$ cat config.mk
export PLATFORM = sky130hd
export DESIGN_NAME = uart_tx_scheduler
export DESIGN_NICKNAME = d
export VERILOG_FILES = /design/src/rtl/uart_sched_pkg.sv /design/src/rtl/rr_arbiter.sv /design/src/rtl/uart_tx_scheduler.sv
export SDC_FILE = /design/constraint.sdc
export NUM_CORES = 1
export LEC_CHECK = 0
export CAP_MARGIN = 10
export CORE_MARGIN = 2
export CORE_UTILIZATION = 40
export CTS_BUF_LIST = sky130_fd_sc_hd__clkbuf_4
export CTS_CLUSTER_DIAMETER = 100
export DETAILED_ROUTE_END_ITERATION = 6
export PLACE_DENSITY = 0.86
export SLEW_MARGIN = 20
export SYNTH_ARGS = -nofsm -noshare
export SYNTH_HDL_FRONTEND = slang
export SYNTH_SLANG_ARGS = --single-unit
$ cat constraint.sdc
create_clock -name clk -period 5.8 [get_ports clk]
set_input_delay 0.87 -clock clk [delete_from_list [all_inputs] [get_ports clk]]
set_output_delay 0.87 -clock clk [all_outputs]
set_load 0.02 [all_outputs]
$ cat src/rtl/uart_sched_pkg.sv
`default_nettype none
// +-------------------------------------------------------------------------+
// | uart_sched_pkg: shared types, defaults and parity helper for the UART  |
// | TX scheduler.                                  Revision: 1.0           |
// +-------------------------------------------------------------------------+
package uart_sched_pkg;

   localparam int c_DEF_WIDTH   = 64;
   localparam int c_DEF_NUM_SRC = 3;

   typedef enum logic [1:0] {
      IDLE      = 2'd0,
      LOAD      = 2'd1,
      WAIT_DONE = 2'd2
   } sched_state_t;

   // Odd parity: the returned bit makes the total count of ones odd.
   function automatic logic odd_parity(input logic [c_DEF_WIDTH-2:0] d);
      return ~(^d);
   endfunction

endpackage
`default_nettype wire

$ cat src/rtl/rr_arbiter.sv
`default_nettype none
// +-------------------------------------------------------------------------+
// | rr_arbiter: combinational round-robin pick, scanning from ptr upward   |
// | modulo NUM_SRC.                                Revision: 1.0           |
// +-------------------------------------------------------------------------+
module rr_arbiter #(
   parameter int NUM_SRC = 3,
   parameter int IDX_W   = $clog2(NUM_SRC)
) (
   input  logic [NUM_SRC-1:0] req,
   input  logic [IDX_W-1:0]   ptr,
   output logic [NUM_SRC-1:0] grant,
   output logic [IDX_W-1:0]   idx,
   output logic               valid
);

   logic [IDX_W:0]   w_sum;
   logic [IDX_W-1:0] w_pos;

   always_comb begin
      grant = '0;
      idx   = '0;
      valid = 1'b0;
      w_sum = '0;
      w_pos = '0;
      for (int off = 0; off < NUM_SRC; off++) begin
         // ptr and off are both below NUM_SRC, so one subtraction wraps.
         w_sum = {1'b0, ptr} + (IDX_W+1)'(off);
         if (w_sum >= (IDX_W+1)'(NUM_SRC)) begin
            w_sum = w_sum - (IDX_W+1)'(NUM_SRC);
         end
         w_pos = w_sum[IDX_W-1:0];
         if (!valid && req[w_pos]) begin
            valid        = 1'b1;
            grant[w_pos] = 1'b1;
            idx          = w_pos;
         end
      end
   end

endmodule
`default_nettype wire

$ cat src/rtl/uart_tx_scheduler.sv
`default_nettype none
// +-------------------------------------------------------------------------+
// | uart_tx_scheduler: round-robin packet scheduler feeding one UART TX.   |
// | Option UART_TX_SCHED_PARITY_EN: insert odd parity in tx_data MSB.      |
// | Revision: 1.0                                                          |
// +-------------------------------------------------------------------------+
module uart_tx_scheduler
   import uart_sched_pkg::*;
#(
   parameter int WIDTH   = c_DEF_WIDTH,
   parameter int NUM_SRC = c_DEF_NUM_SRC,
   parameter int CNT_W   = 16
) (
   input  logic                         clk,
   input  logic                         reset,
   input  logic [NUM_SRC-1:0]           src_valid,
   input  logic [NUM_SRC*WIDTH-1:0]     src_data,
   output logic [NUM_SRC-1:0]           src_ready,
   input  logic                         tx_busy,
   output logic [WIDTH-1:0]             tx_data,
   output logic                         ld_tx_data,
   output logic [$clog2(NUM_SRC)-1:0]   grant_id,
   output logic                         sched_busy,
   output logic [CNT_W-1:0]             pkt_count
);

   localparam int IDX_W = $clog2(NUM_SRC);

   sched_state_t        r_state;
   sched_state_t        w_state_nxt;
   logic [IDX_W-1:0]    r_rr_ptr;
   logic [IDX_W-1:0]    w_ptr_nxt;
   logic [NUM_SRC-1:0]  w_arb_grant;
   logic [IDX_W-1:0]    w_arb_idx;
   logic                w_arb_valid;
   logic [WIDTH-1:0]    w_cap_data;
   logic [NUM_SRC-1:0]  w_ready_nxt;
   logic [WIDTH-1:0]    w_data_nxt;
   logic                w_ld_nxt;
   logic [IDX_W-1:0]    w_gid_nxt;
   logic [CNT_W-1:0]    w_cnt_nxt;

   rr_arbiter #(
      .NUM_SRC (NUM_SRC),
      .IDX_W   (IDX_W)
   ) u_arb (
      .req   (src_valid),
      .ptr   (r_rr_ptr),
      .grant (w_arb_grant),
      .idx   (w_arb_idx),
      .valid (w_arb_valid)
   );

`ifdef UART_TX_SCHED_PARITY_EN
   assign w_cap_data = {odd_parity(src_data[w_arb_idx*WIDTH +: WIDTH-1]),
                        src_data[w_arb_idx*WIDTH +: WIDTH-1]};
`else
   assign w_cap_data = src_data[w_arb_idx*WIDTH +: WIDTH];
`endif

   always_comb begin
      w_state_nxt = r_state;
      w_ptr_nxt   = r_rr_ptr;
      w_ready_nxt = '0;
      w_data_nxt  = tx_data;
      w_ld_nxt    = ld_tx_data;
      w_gid_nxt   = grant_id;
      w_cnt_nxt   = pkt_count;
      case (r_state)
         IDLE: begin
            if (w_arb_valid && !tx_busy) begin
               w_state_nxt = LOAD;
               w_ready_nxt = w_arb_grant;
               w_data_nxt  = w_cap_data;
               w_gid_nxt   = w_arb_idx;
               w_ld_nxt    = 1'b1;
               w_ptr_nxt   = (w_arb_idx == IDX_W'(NUM_SRC-1)) ? '0 : w_arb_idx + 1'b1;
            end
         end
         // Strobe is held until the transmitter acknowledges by going busy.
         LOAD: begin
            if (tx_busy) begin
               w_ld_nxt    = 1'b0;
               w_state_nxt = WAIT_DONE;
            end
         end
         WAIT_DONE: begin
            if (!tx_busy) begin
               w_cnt_nxt   = pkt_count + 1'b1;
               w_state_nxt = IDLE;
            end
         end
         default: begin
            w_ld_nxt    = 1'b0;
            w_state_nxt = IDLE;
         end
      endcase
   end

   always_ff @(posedge clk) begin
      if (reset) begin
         r_state    <= IDLE;
         r_rr_ptr   <= '0;
         src_ready  <= '0;
         tx_data    <= '0;
         ld_tx_data <= 1'b0;
         grant_id   <= '0;
         sched_busy <= 1'b0;
         pkt_count  <= '0;
      end else begin
         r_state    <= w_state_nxt;
         r_rr_ptr   <= w_ptr_nxt;
         src_ready  <= w_ready_nxt;
         tx_data    <= w_data_nxt;
         ld_tx_data <= w_ld_nxt;
         grant_id   <= w_gid_nxt;
         sched_busy <= (w_state_nxt != IDLE);
         pkt_count  <= w_cnt_nxt;
      end
   end

endmodule
`default_nettype wire
==> results of run 1 <==
==> worst max-delay path by stage <==
stage / slack, ps / depth (start not counted) / endpoint
2_1_floorplan: 3470 / 8 / tx_data[0]
3_3_place_gp: 1670 / 7 / tx_data[20]
3_5_place_dp: 1450 / 7 / tx_data[62]
4_1_cts: 1900 / 7 / tx_data[57]
5_1_grt: 1930 / 7 / tx_data[20]
6_report: 2130 / 7 / tx_data[20]
==> cell families (layout without fill, tap and decap cells) <==
group,count (synthesis),in the layout,synth area share
compound gates,159,159,0.247
mux,5,5,0.0121
other cells,0,1,0
buf+inv,61,318,0.0651
fa+ha+maj,5,5,0.0137
flops,91,91,0.400
xor+xnor,12,12,0.0231
simple gates,247,247,0.239
==> layout by cell type, fill, tap and decap left out, types with 2 or more instances in the layout <==
master / instances
clkdlybuf4s50_1: 283
dfxtp_1: 91
nor2_1: 79
a21oi_1: 72
nand2_1: 71
nand3_1: 69
a311oi_1: 64
inv_1: 9
clkbuf_4: 9
buf_4: 8
xnor2_1: 7
nor3_1: 6
nand2b_1: 5
xor2_1: 5
ha_1: 5
nand4_1: 4
o21ai_0: 4
or3_1: 4
and3_1: 3
bufinv_16: 3
mux2i_2: 2
mux2i_1: 2
and3b_1: 2
a211oi_1: 2
a2111oi_0: 2
o21a_1: 2
inv_6: 2
==> state kept, by name, summed over array words and instances (netlist names) <==
register / count
grant_id: 2
ld_tx_data: 1
pkt_count: 16
r_rr_ptr: 2
r_state: 2
sched_busy: 1
src_ready: 3
tx_data: 64
==> through the flow <==
stage                     area [um2]  setup slack, ps  total power, W  instances
after floorplan                 4550             3470         0.00147        580
after global placement          7380             1670         0.00191        960
after detailed placement        7400             1450         0.00196        961
after CTS                       7590             1900         0.00241        977
after global routing            7600             1930         0.00254        978
final                           7600             2130         0.00241        978
==> per-layer routing <==
metal,part of all wire,track usage,vias to the layer above
met5,0,0,-
met4,0.038,0.142,0
met3,0.086,0.0596,51
met1,0.38,0.305,2686
met2,0.50,0.499,333
li1,-,-,2605
==> power by group through the flow <==
stage               logic [W]  clock network [W]  registers (W)
finish                0.00117           0.000459       0.000789
detailed placement    0.00115                  0       0.000802
CTS                   0.00116           0.000467       0.000788
global route          0.00125           0.000494       0.000801
floorplan            0.000553                  0       0.000921
global placement      0.00111                  0       0.000796
==> Yosys cell counts (all sizes together), types with 2 or more instances <==
library cell  instances
dfxtp                91
nor2                 79
a21oi                72
nand2                71
nand3                69
a311oi               64
buf                  32
clkbuf               20
inv                   9
xnor2                 7
nor3                  6
ha                    5
nand2b                5
o21ai                 5
xor2                  5
mux2i                 4
nand4                 4
or3                   4
and3                  3
o21a                  3
a2111oi               2
a211oi                2
and3b                 2
nor3b                 2
o32ai                 2
==> worst max-delay path, delay by kind of cell <==
kind	cells	cell delay, ps
compound gates	2	1290
simple gates	1	70
buf+inv	2	980
mux	2	800
==> area by class of cell <==
type                       instances  share of cell area
tap                              140              0.0231
sequential                        91               0.240
multi-input combinational        428               0.324
clock buffer                       9             0.00889
antenna                            1            0.000329
clock inverter                     7              0.0163
inverter                           9             0.00445
timing repair buffer             293               0.383
==> results.cfg, run 1 <==
[logic_synthesis]
yosys_register_bits = 91
ys_types = 42
synth-edff-count = 0
yosysWarningCount = 0
async_flop_share = 0
synth_top_cell_area_share = 0.400
postSynthNetCount = 783
avgSynthCellArea_um2 = 7.85
synth_area_leader_cell = dfxtp_1
ys_top_cells_by_area = dfxtp_1 40%, a311oi_1 12%, a21oi_1 7.9%
syn-instance-count = 580
ys.flop_type = dfxtp_1
synth_area_um2 = 4550
synth-seq-area-share = 0.400

[hold_path]
hold_depth = 2
hold_start = ld_tx_data
holdPathEnd = ld_tx_data
worstHoldPathType = reg -> reg

[power_and_ir_drop]
p_sw_w = 0.000957
p_int_w = 0.00146
seqPwrFrac = 0.327
leakage_nw = 2.74
vdd_ir_drop_max_mv = 0.153
clock_power_share = 0.190
power_frac_comb = 0.483
power_density_nw_per_um2 = 318
p_sw_frac = 0.397

[clock_tree]
clockRootBuffer = clkbuf_4
clk-insertion-delay-late_ps = 460
cts_inserted_buffers = 9
cts.htree.levels = 3
cts_tree = yes
clk_pin_slew_ps = 160
cts_setup_buffers = 0
ctsHoldBuffers = 0
cts_resized = 0
cts.sinks = 91
cts_max_path_buffers = 2

[floorplanning]
start_util = 0.415
fp.dieW_um = 111
die-area_um2 = 12300
ioPinCount = 285
num_rows = 38
die_height_um = 111
core-area_um2 = 11000

[drt]
firstDrtPassIters = 7
postRouteAntennaNets = 0
viasPerCell = 5.80
drt-initial-drc-count = 619
vias = 5675
wl_per_cell_um = 18.2
drc = 0
wirelength_mm = 17.8

[timing]
clock.fmax_mhz = 272
fin_crit_ps = 3670
worst_pin_slew_ps = 1120
final_max_slew_viol_count = 0
finalSetupTns_ps = 0
period_share = 0.633
max_slew_margin = 0.254
grt_setup_unrepaired = false
setup_violations = 0
final_hold_viol_count = 0
hold_ws_ps = 475
finalClockSkew_ps = 16.1

[worst_setup_path]
ff2ff_path_depth = 8
rrSetupSlack_ps = 2320
crit_fanout = 50
crit_path_start_kind = primary input
cp.required_ps = 6150
crit_top_cell = mux2i_2
critPathCaptureType = flop
r2r-end = tx_data[20]
worst_path_max_delay_cell = o31a_2
crit_type = in -> reg
critPathLaunch = src_valid[1]
crit_chain = clkdlybuf4s50_1, mux2i_2, mux2i_2, o31a_2, buf_4, nor2_1, a311oi_1
critPathArrivalTime_ps = 4020
r2r_start = r_rr_ptr[1]
slowest_delay_ps = 1000

[placement]
gp_congestion = 0.883
io_buffers = 284
dp_hpwl_mm = 12.7

[global_routing]
antenna_found_initial = 1
grt_pass1_vias = 5707
grt_usage = 0.277
grt_overflow = 0
grt_pass1_wl_mm = 28.0
grt_max_degree = 53

[finish]
multiInputGateArea_um2 = 2460
seq_area_um2 = 1820
finalNetCount = 1035
nFillCells = 872
area_growth_pct = 66.9
drive_gt1_frac = 0.0442
utilization = 0.692

[status]
status = complete, no violations

[run]
drv_cap = 0
Note: power is estimated with default switching activity, not from simulation.
==> run 2: changes to the inputs <==
CORE_UTILIZATION = 34   (was 40)
PLACE_DENSITY = 0.78   (was 0.86)
clock period = 3.3 ns   (was 5.8 ns; I/O delays follow)
==> results.cfg, run 2 (synthesized netlist as in run 1, its figures left out) <==
[power_and_ir_drop]
p_sw_w = 0.00166
p_sw_frac = 0.389
leakage_nw = 2.80
power_frac_comb = 0.488
clock_power_share = 0.187
p_int_w = 0.00261
seqPwrFrac = 0.325
power_density_nw_per_um2 = 551
power_w = 0.00427
vdd_ir_drop_max_mv = 0.264

[floorplanning]
num_rows = 42
start_util = 0.347
fp.dieW_um = 120
ioPinCount = 285
die-area_um2 = 14300
core-area_um2 = 13100
die_height_um = 120

[placement]
io_buffers = 284
dp_hpwl_mm = 12.3
gp_congestion = 0.835

[hold_path]
worstHoldPathType = reg -> reg
hold_depth = 2
hold_start = ld_tx_data

[finish]
final_common_cell = clkdlybuf4s50_1
area_growth_pct = 70.1
mostFrequentLayoutCells = 283 x clkdlybuf4s50_1, 91 x dfxtp_1, 79 x nor2_1
finalNetCount = 1044
n_antenna_cell = 0
top_register = tx_data
largest_reg_flops = 64
multiInputGateArea_um2 = 2460
top_regs = tx_data (64), pkt_count (16), src_ready (3)
nFillCells = 1187
drive_gt1_frac = 0.0532
seq_area_um2 = 1820

[timing]
fin_crit_ps = 2810
finalSetupTns_ps = 0
final_max_slew_viol_count = 0
max_slew_margin = 0.553
finalClockSkew_ps = 22.5
period_share = 0.852
hold_ws_ps = 471
final_hold_viol_count = 0
clock.fmax_mhz = 356
worst_pin_slew_ps = 671
grt_setup_unrepaired = false
setup_violations = 0

[worst_setup_path]
crit_chain = inv_1, ha_1, mux2_2, a41oi_1, o32a_2, buf_12, nand3_1, a311oi_1
slowest_delay_ps = 470
crit_type = reg -> reg
critPathBufInv = 2
worst_path_max_delay_cell = o32a_2
critPathArrivalTime_ps = 3190
cp.required_ps = 3680
critPathLaunch = r_rr_ptr[0]
critPathCaptureType = flop
cp_top_family = compound AO/OA/AOI/OAI gates
crit_path_start_kind = flop
crit_fanout = 27
r2r_start = r_rr_ptr[0]
cp.depth = 8
ff2ff_path_depth = 8

[clock_tree]
clk_pin_slew_ps = 160
cts_inserted_buffers = 9
cts_tree = yes
cts_resized = 0
cts_max_path_buffers = 2
clockRootBuffer = clkbuf_4
clk-insertion-delay-late_ps = 460
cts_setup_buffers = 0
cts.sinks = 91
cts.htree.levels = 3
ctsHoldBuffers = 0

[global_routing]
grt_pass1_vias = 5221
grt_overflow = 0
grt_usage = 0.228
grt_max_degree = 46
antenna_found_initial = 0
grt_pass1_wl_mm = 26.0

[drt]
postRouteAntennaNets = 0
highest_layer = met4
wirelength_mm = 16.9
wl_met3_mm = 1.37
firstDrtPassIters = 7
drt-initial-drc-count = 286
vias = 5389
wl_met2_mm = 8.32
wl_per_cell_um = 16.6
wl_met1_mm = 6.88
drc = 0
viasPerCell = 5.27

[status]
status = complete, no violations

[run]
drv_cap = 0
-- run 2: cell types whose count changed in the layout (fill, tap and decap cells not counted), sizes merged --
cell	before	now
clkinv	1	2
diode	1	0
inv	11	10
buf	10	19
-- run 2: final timing paths --
check,end,slack (ps)
setup / recovery,tx_data[0],490
hold reg to reg,ld_tx_data,470
setup reg to reg,tx_data[0],490
hold / removal,ld_tx_data,470
-- run 2: tightest hold or removal path, stage by stage (launching register included) --
cell	delay, ps
dfxtp_1	340
nand2_1	50
a21oi_1	50
-- run 2: power groups by stage --
| stage | Sequential [W] | Combinational [W] | Clock [W] |
|---|---|---|---|
| floorplan | 0.00162 | 0.000972 | 0 |
| detailed placement | 0.00141 | 0.00208 | 0 |
| global route | 0.00141 | 0.00225 | 0.000860 |
| finish | 0.00139 | 0.00208 | 0.000798 |
| CTS | 0.00139 | 0.00209 | 0.000820 |
| global placement | 0.00141 | 0.00206 | 0 |
-- run 2: routing by layer --
layer | vias to the layer above | global-route usage
met1 | 2525 | 0.262
met5 | - | 0
met4 | 0 | 0.0882
li1 | 2623 | -
met2 | 218 | 0.398
met3 | 23 | 0.0646
-- run 2: area by class of cell --
class | count | area share
Multi-Input combinational cell | 428 | 0.317
Timing Repair Buffer | 302 | 0.390
Tap cell | 176 | 0.0284
Clock inverter | 7 | 0.0160
Inverter | 9 | 0.00436
Clock buffer | 9 | 0.00872
Sequential cell | 91 | 0.235
-- run 2: per-stage QoR --
step	cell area [um2]	std cells	util	setup slack, ps
floorplan	4550	580	-	1110
global placement	7550	1006	0.575	488
detailed placement	7550	1006	0.575	358
CTS	7750	1022	0.590	506
global route	7750	1022	0.590	332
finish	7750	1022	0.590	490
==> run 3: changes to the inputs <==
ABC_AREA = 1   (was default)
CORE_UTILIZATION = 36   (was 34)
PLACE_DENSITY = 0.8   (was 0.78)
==> results.cfg, run 3 <==
[clock_tree]
clk_pin_slew_ps = 150
clk-insertion-delay-late_ps = 440
cts.sinks = 91
cts_inserted_buffers = 9
cts_tree = yes
clockRootBuffer = clkbuf_4
ctsHoldBuffers = 0
cts_resized = 0
cts.htree.levels = 3
cts_setup_buffers = 0
cts_max_path_buffers = 2

[global_routing]
grt_usage = 0.233
grt_overflow = 0
grt_pass1_wl_mm = 27.5
antenna_found_initial = 0
grt_max_degree = 67
grt_pass1_vias = 5611

[logic_synthesis]
synth_top_cell_area_share = 0.367
avgSynthCellArea_um2 = 6.51
ys_types = 29
yosys_register_bits = 91
postSynthNetCount = 965
syn-instance-count = 762
yosysMostFrequentCell = nand2_1
synth_area_um2 = 4960
ys_top_cells_by_area = dfxtp_1 37%, nand2_1 17%, a21oi_1 14%
yosysWarningCount = 0
async_flop_share = 0
synthTopCellsByCount = 229 x nand2_1, 142 x a21oi_1, 91 x dfxtp_1
ys.flop_type = dfxtp_1
synth_area_leader_cell = dfxtp_1
synth-seq-area-share = 0.367
synth-edff-count = 0

[finish]
top_regs = tx_data (64), pkt_count (16), src_ready (3)
utilization = 0.600
largest_reg_flops = 64
drive_gt1_frac = 0.0441
nFillCells = 1264
mostFrequentLayoutCells = 284 x clkdlybuf4s50_1, 228 x nand2_1, 142 x a21oi_1
final_common_cell = clkdlybuf4s50_1
finalNetCount = 1219
area_growth_pct = 61.6
top_register = tx_data
n_antenna_cell = 0
design_area_um2 = 8010

[drt]
wl_per_cell_um = 15.0
wl_met3_mm = 1.58
vias = 6071
highest_layer = met4
viasPerCell = 5.07
postRouteAntennaNets = 0
firstDrtPassIters = 5
wl_met2_mm = 8.67
drt-initial-drc-count = 370
drc = 0
wl_met1_mm = 7.39
wirelength_mm = 18.0

[power_and_ir_drop]
p_int_w = 0.00323
p_sw_w = 0.00277
seqPwrFrac = 0.272
p_sw_frac = 0.462
clock_power_share = 0.118
leakage_nw = 3.39
power_density_nw_per_um2 = 749
vdd_ir_drop_max_mv = 0.503
power_frac_comb = 0.610

[run]
drv_cap = 0

[placement]
dp_hpwl_mm = 12.8
placed_area_um2 = 7850
gp_congestion = 0.940
place_ws_ps = 685
io_buffers = 284

[timing]
max_slew_margin = 0.528
final_hold_viol_count = 0
setup_violations = 0
hold_ws_ps = 503
finalSetupTns_ps = 0
final_max_slew_viol_count = 0
finalClockSkew_ps = 17.0
setup_slack_ps = 832
worst_pin_slew_ps = 707
clock.fmax_mhz = 405
fin_crit_ps = 2470
grt_setup_unrepaired = false
period_share = 0.748

[floorplanning]
num_rows = 42
start_util = 0.371
core-area_um2 = 13300
die_height_um = 121
die-area_um2 = 14700
fp.dieW_um = 121
ioPinCount = 285

[worst_setup_path]
crit_path_start_kind = flop
crit_type = reg -> reg
critPathCaptureType = flop
critPathArrivalTime_ps = 2850
crit_fanout = 28
cp.required_ps = 3680

[hold_path]
worstHoldPathType = reg -> reg

[status]
status = complete, no violations
run 3: per-layer routing:
layer,track usage,vias up
met2,0.403,245
met5,0,-
met4,0.0711,0
met1,0.281,2752
met3,0.0644,22
li1,-,3052
run 3: final timing paths:
path / startpoint / end / slack [ps] / cells past startpoint
setup / recovery: r_rr_ptr[0] / tx_data[60] / 830 / 12
setup reg to reg: r_rr_ptr[0] / tx_data[60] / 830 / 12
hold / removal: pkt_count[6] / pkt_count[6] / 500 / 2
hold reg to reg: pkt_count[6] / pkt_count[6] / 500 / 2
run 3: worst max-delay path: stages (launching register included):
cell	delay (ps)
dfxtp_1	390
inv_1	90
ha_1	360
inv_2	130
nand3_1	90
nand2_1	140
inv_1	70
nand3_1	90
nand3_2	110
inv_2	390
buf_4	290
o21ai_0	90
a21oi_1	160
run 3: power groups by stage:
stage	combinational (W)	sequential (W)	clock, W
final	0.00366	0.00164	0.000707
after global routing	0.00398	0.00168	0.000768
after CTS	0.00367	0.00163	0.000727
after detailed placement	0.00366	0.00165	0
after global placement	0.00362	0.00165	0
after floorplan	0.00190	0.00206	0
run 3: final cells by class:
type                    instances  area [um2]  share of cell area
clock buffers                  11        82.6              0.0103
clock inverters                 5        77.6             0.00968
inverters                      36         135              0.0169
multi-input cells             579        2680               0.335
flip-flops and latches         91        1820               0.227
well taps                     176         220              0.0275
repair buffers                299        2990               0.374
run 3: cell families after synthesis:
logic type	count (synthesis)	synth area share
AO/OA/AOI/OAI	222	0.228
adder cells (fa/ha/maj)	5	0.0126
AND/OR/NAND/NOR	350	0.295
flip-flops	91	0.367
XOR/XNOR	2	0.00353
buffers and inverters	92	0.0931
run 3: metrics by stage:
step,cells,total power (W)
floorplan,762,0.00396
global placement,1181,0.00527
detailed placement,1181,0.00531
CTS,1197,0.00603
global route,1197,0.00643
finish,1197,0.00600
